<file path="config.mk">
export PLATFORM = sky130hd
export DESIGN_NAME = galois_err_counter
export DESIGN_NICKNAME = d
export VERILOG_FILES = /design/src/rtl/galois_err_counter.sv
export SDC_FILE = /design/constraint.sdc
export NUM_CORES = 1
export LEC_CHECK = 0
export BUFFER_PORTS_ARGS = -buffer_cell sky130_fd_sc_hd__buf_2
export CAP_MARGIN = 30
export CORE_AREA = 3 3 40 42
export CTS_BUF_LIST = sky130_fd_sc_hd__clkbuf_4 sky130_fd_sc_hd__clkbuf_8
export DETAILED_ROUTE_END_ITERATION = 8
export DIE_AREA = 0 0 43 45
export GPL_ROUTABILITY_DRIVEN = 0
export PLACE_DENSITY = 0.54
export SLEW_MARGIN = 40
export SYNTH_ARGS = -nofsm -noshare
export SYNTH_HDL_FRONTEND = slang
export SYNTH_SLANG_ARGS = --single-unit
</file>
<file path="constraint.sdc">
create_clock -name clk -period 2.43 [get_ports clk]
set_input_delay 0.1215 -clock clk [delete_from_list [all_inputs] [get_ports clk]]
set_output_delay 0.1215 -clock clk [all_outputs]
set_load 0.02 [all_outputs]
</file>
<file path="src/rtl/galois_err_counter.sv">
// Saturating error counter with synchronous clear; clear has priority
// over a coincident increment.
module galois_err_counter #(
  parameter int CNT_W = 8
) (
  input  logic             clk,
  input  logic             rst_ni,
  input  logic             clr_i,
  input  logic             inc_i,
  output logic [CNT_W-1:0] cnt_o
);

  logic [CNT_W-1:0] cnt_q;
  logic [CNT_W-1:0] cnt_d;

  always_comb begin
    cnt_d = cnt_q;
    if (clr_i) begin
      cnt_d = '0;
    end else if (inc_i && (cnt_q != {CNT_W{1'b1}})) begin
      cnt_d = cnt_q + 1'b1;
    end
  end

  always_ff @(posedge clk) begin
    if (!rst_ni) begin
      cnt_q <= '0;
    end else begin
      cnt_q <= cnt_d;
    end
  end

  assign cnt_o = cnt_q;

endmodule

</file>
==> impl_metrics.json, run 1 <==
{
  "drc": 0,
  "clockBufferDepth": 2,
  "cts_resized": 0,
  "clk_latency_ns": 0.25,
  "dieWidth_um": 43,
  "status": "finished clean",
  "synth_cells": 46,
  "first_pass_iters": 4,
  "worstSetupPathType": "flip-flop to flip-flop",
  "antenna_found_initial": 0,
  "avgSynthCellArea_um2": 9.17,
  "p_sw_mw": 0.0559,
  "period_share": 0.536,
  "maxCapViolCount": 0,
  "rsz0062_at_grt": "no",
  "first_global_vias": 320,
  "largest_register_ffs": 8,
  "fin_setup_tns_ns": 0,
  "finalSetupViolCount": 0,
  "nNetsFinal": 67,
  "cp-start-kind": "flip-flop",
  "grt_max_degree": 10,
  "fillers": 149,
  "antenna-diode-count": 0,
  "core_mm2": 0.00128,
  "cts_tree": "yes",
  "hold_violations": 0,
  "syn_nets": 51,
  "clock_power_share": 0.411,
  "p_seq_frac": 0.532,
  "cts_buffers": 3,
  "wl_um": 896,
  "drt_iter0_markers": 9,
  "cp.required_ns": 2.62,
  "numPortBuffers": 11,
  "clock.fmax_mhz": 768,
  "internal-power_mw": 0.195,
  "drive_above_1_share": 0.300,
  "vias": 396,
  "fin_skew_ns": 0.00647,
  "p_leak_nw": 0.224,
  "die_h_um": 45,
  "clockRootBuffer": "clkbuf_4",
  "ys_seq_elements": 8,
  "numClockSinks": 8,
  "period_needed_ns": 1.30,
  "ir_drop_v": 0.000198,
  "initial_utilization": 0.328,
  "cts_setup_buffers": 0,
  "place_hpwl_um": 696,
  "p_per_area_mw_per_mm2": 485,
  "syn_area_um2": 422,
  "ant_nets": 0,
  "dieArea_mm2": 0.00194,
  "relSlewSlack": 0.679,
  "sw_frac_of_total": 0.223,
  "yosys_warnings": 0,
  "track_usage": 0.0990,
  "hold_buffers": 0,
  "cts.htree.levels": 1,
  "gr-total-overflow": 0,
  "ios": 12,
  "ys_types": 19,
  "worstPathMaxFanout": 6,
  "p_comb_frac": 0.057,
  "endpoint_kind": "flip-flop",
  "final_util": 0.403,
  "seq_area_frac_synth": 0.380,
  "viasPerCell": 5.28,
  "hp-class": "input pin to flip-flop",
  "cts.clk_slew.worst_paths_ns": 0.06,
  "drv_slew": 0,
  "rows": 13,
  "grt_pass1_wl_um": 1390,
  "arrival_ns": 1.49,
  "tightest_slew_ns": 0.480,
  "wl_per_cell_um": 11.9,
  "hold_slack_ns": 0.196,
  "area.growth.synth_to_final_pct": 22.8
}
[layer usage]
layer / vias to the layer above / track usage / routed length, µm
met3: 2 / 0.0279 / 35
met2: 6 / 0.153 / 415
li1: 207 / - / -
met4: 0 / 0.0723 / 15
met5: - / 0 / 0
met1: 181 / 0.118 / 429
[cell families after synthesis]
family	synth area share
mux	0.0712
compound gates	0.190
simple gates	0.329
flops	0.380
fa+ha+maj	0.0297
[synth_stat cells]
cell      count  share of area
nand4_1       1          0.015
a211oi_2      1          0.030
dfxtp_1       8           0.38
nand3_1       1          0.012
o21ai_0       2          0.024
and3_1        1          0.015
a21oi_1       5          0.059
a311oi_1      1          0.021
mux2i_1       3          0.071
and4_4        1          0.027
a31oi_1       2          0.030
ha_1          1          0.030
nor2b_2       1          0.021
nor2b_1       3          0.045
nand2b_1      3          0.045
a21boi_2      1          0.027
nor3_1        2          0.024
nand2_1       5          0.045
and4_1        4          0.083
[cells in the final DEF, fill, tap and decap left out]
master    instances
buf_2            11
o21ai_0           2
nand4_1           1
clkbuf_4          3
ha_1              1
nor2b_2           1
and3_1            1
a21oi_1           5
and4_4            1
a211oi_2          1
nand3_1           1
and4_1            4
dfxtp_1           8
mux2i_1           3
a311oi_1          1
nand2_1           5
a21boi_2          1
nand2b_1          3
nor3_1            2
nor2b_1           3
a31oi_1           2
[area by class of cell]
type                       count  area [µm²]  share of cell area
sequential                     8         160               0.309
tap                           15        18.8              0.0362
multi-input combinational     38         262               0.505
timing repair buffer          11        55.1               0.106
clock buffer                   3        22.5              0.0435
[critical path: stages, from the launching register on]
cell      delay (ns)
dfxtp_1         0.34
ha_1            0.25
and4_4          0.22
a211oi_2        0.23
mux2i_1         0.20
[power by group through the flow]
stage          clock network, mW  logic (mW)  registers, mW
2_1_floorplan                  0     0.00707          0.138
3_3_place_gp                   0      0.0145          0.136
3_5_place_dp                   0      0.0144          0.137
4_1_cts                    0.108      0.0146          0.134
5_1_grt                    0.114      0.0161          0.134
6_report                   0.103      0.0143          0.134
[per-stage QoR]
step / cell area [µm²] / cells / setup slack, ns / power, mW
after floorplan: 422 / 46 / 1.10 / 0.145
after global routing: 518 / 75 / 1.09 / 0.264
after global placement: 495 / 72 / 1.16 / 0.151
after CTS: 518 / 75 / 1.12 / 0.257
after detailed placement: 495 / 72 / 1.14 / 0.151
final: 518 / 75 / 1.13 / 0.251
[final timing paths]
check	startpoint	cells past startpoint	slack (ns)	end
max	cnt_o[0]	4	1.13	cnt_o[5]
min	rst_ni	3	0.20	cnt_o[7]
max reg2reg	cnt_o[0]	4	1.13	cnt_o[5]
min reg2reg	cnt_o[1]	2	0.51	cnt_o[1]
No activity file was read; power rests on OpenSTA's default activity.
==> run 2: changes to the inputs <==
Clock period 2.43 ns to 1.4 ns, I/O delays scaled along.
==> impl_metrics.json, run 2 (synthesis gave the netlist of run 1 again) <==
{
  "endpoint_kind": "flip-flop",
  "worstPathMaxFanout": 6,
  "internal-power_mw": 0.339,
  "p_total_mw": 0.445,
  "numPortBuffers": 11,
  "status": "finished clean",
  "clock.fmax_mhz": 766,
  "maxCapViolCount": 0,
  "antenna_found_initial": 0,
  "cts.clk_slew.worst_paths_ns": 0.06,
  "vias": 401,
  "rows": 13,
  "critPathBufInv": 0,
  "wl_um": 942,
  "hold_slack_ns": 0.125,
  "grt_pass1_wl_um": 1550,
  "ios": 12,
  "viasPerCell": 5.28,
  "min_from": "rst_ni",
  "cp.required_ns": 1.60,
  "die_h_um": 45,
  "place_hpwl_um": 733,
  "final_common_cell": "buf_2",
  "drc": 0,
  "crit_chain": "ha_1, and4_4, a211oi_2, mux2i_1",
  "gr-total-overflow": 0,
  "cts_tree": "yes",
  "r2r-start": "cnt_o[0]",
  "cts.htree.levels": 1,
  "p_per_area_mw_per_mm2": 847,
  "nNetsFinal": 68,
  "clockBufferDepth": 2,
  "slowest_delay_ns": 0.34,
  "core_mm2": 0.00128,
  "fin_setup_tns_ns": 0,
  "tightest_slew_ns": 0.480,
  "numClockSinks": 8,
  "arrival_ns": 1.50,
  "period_needed_ns": 1.31,
  "placed_area_um2": 503,
  "first_pass_iters": 2,
  "critPathTopFamily": "flip-flops",
  "drv_slew": 0,
  "area.growth.synth_to_final_pct": 24.6,
  "grt_max_degree": 9,
  "worstSetupPathType": "flip-flop to flip-flop",
  "crit_slowest_cell": "dfxtp_1",
  "hp-class": "input pin to flip-flop",
  "p_comb_frac": 0.055,
  "first_global_vias": 349,
  "cts_resized": 0,
  "relSlewSlack": 0.679,
  "track_usage": 0.115,
  "dieWidth_um": 43,
  "hold_violations": 0,
  "clock_power_share": 0.423,
  "period_share": 0.933,
  "wl_per_cell_um": 12.4,
  "largest_register_ffs": 8,
  "drive_above_1_share": 0.311,
  "clk_latency_ns": 0.26,
  "ant_nets": 0,
  "sw_frac_of_total": 0.238,
  "p_leak_nw": 0.229,
  "cp-start-kind": "flip-flop",
  "cts_buffers": 3,
  "final_cell_mix": "buf_2 (11), dfxtp_1 (8), a21oi_1 (5), nand2_1 (5), and4_1 (4)",
  "p_sw_mw": 0.106,
  "dieArea_mm2": 0.00194,
  "ir_drop_v": 0.000235,
  "initial_utilization": 0.328,
  "postLayoutCellArea_um2": 526,
  "hold_buffers": 0,
  "clockRootBuffer": "clkbuf_4",
  "startpoint": "cnt_o[0]",
  "rsz0062_at_grt": "no",
  "antenna-diode-count": 0,
  "fin_skew_ns": 0.00418,
  "finalSetupViolCount": 0,
  "p_seq_frac": 0.521,
  "drt_iter0_markers": 2,
  "cts_setup_buffers": 0
}
## run 2: path summary, 6_finish.rpt
path               to  slack (ns)  cells after the start
max          cnt_o[5]        0.09                      4
min          cnt_o[7]        0.12                      3
max reg2reg  cnt_o[5]        0.09                      4
min reg2reg  cnt_o[1]        0.50                      2
## run 2: worst register-to-register path: stages (launching register included)
cell and delay (ns):
dfxtp_1 0.34, ha_1 0.25, and4_4 0.22, a211oi_2 0.23
mux2i_1 0.20
## run 2: layer usage
metal | share of wire | vias up | global-route usage
li1 | - | 209 | -
met1 | 0.48 | 178 | 0.133
met2 | 0.44 | 9 | 0.174
met3 | 0.038 | 5 | 0.0398
met4 | 0.040 | 0 | 0.0904
met5 | 0 | - | 0
## run 2: power by group through the flow
stage                     Clock [mW]  Sequential (mW)  Combinational, mW
after floorplan                    0            0.239             0.0123
after global placement             0            0.237             0.0252
after detailed placement           0            0.237             0.0251
after CTS                      0.194            0.232             0.0252
after global routing           0.212            0.232             0.0288
final                          0.189            0.232             0.0247
## run 2: area by class of cell
class | count | area, µm²
Fill cell | 141 | 759
Multi-Input combinational cell | 38 | 262
Sequential cell | 8 | 160
Timing Repair Buffer | 12 | 62.6
Clock buffer | 3 | 22.5
Tap cell | 15 | 18.8
## run 2: metrics by stage
stage	util	std cells	setup slack, ns
after global placement	0.391	73	0.128
after floorplan	-	46	0.0651
final	0.409	76	0.0938
after CTS	0.409	76	0.0799
after global routing	0.409	76	0.00444
after detailed placement	0.391	73	0.0864
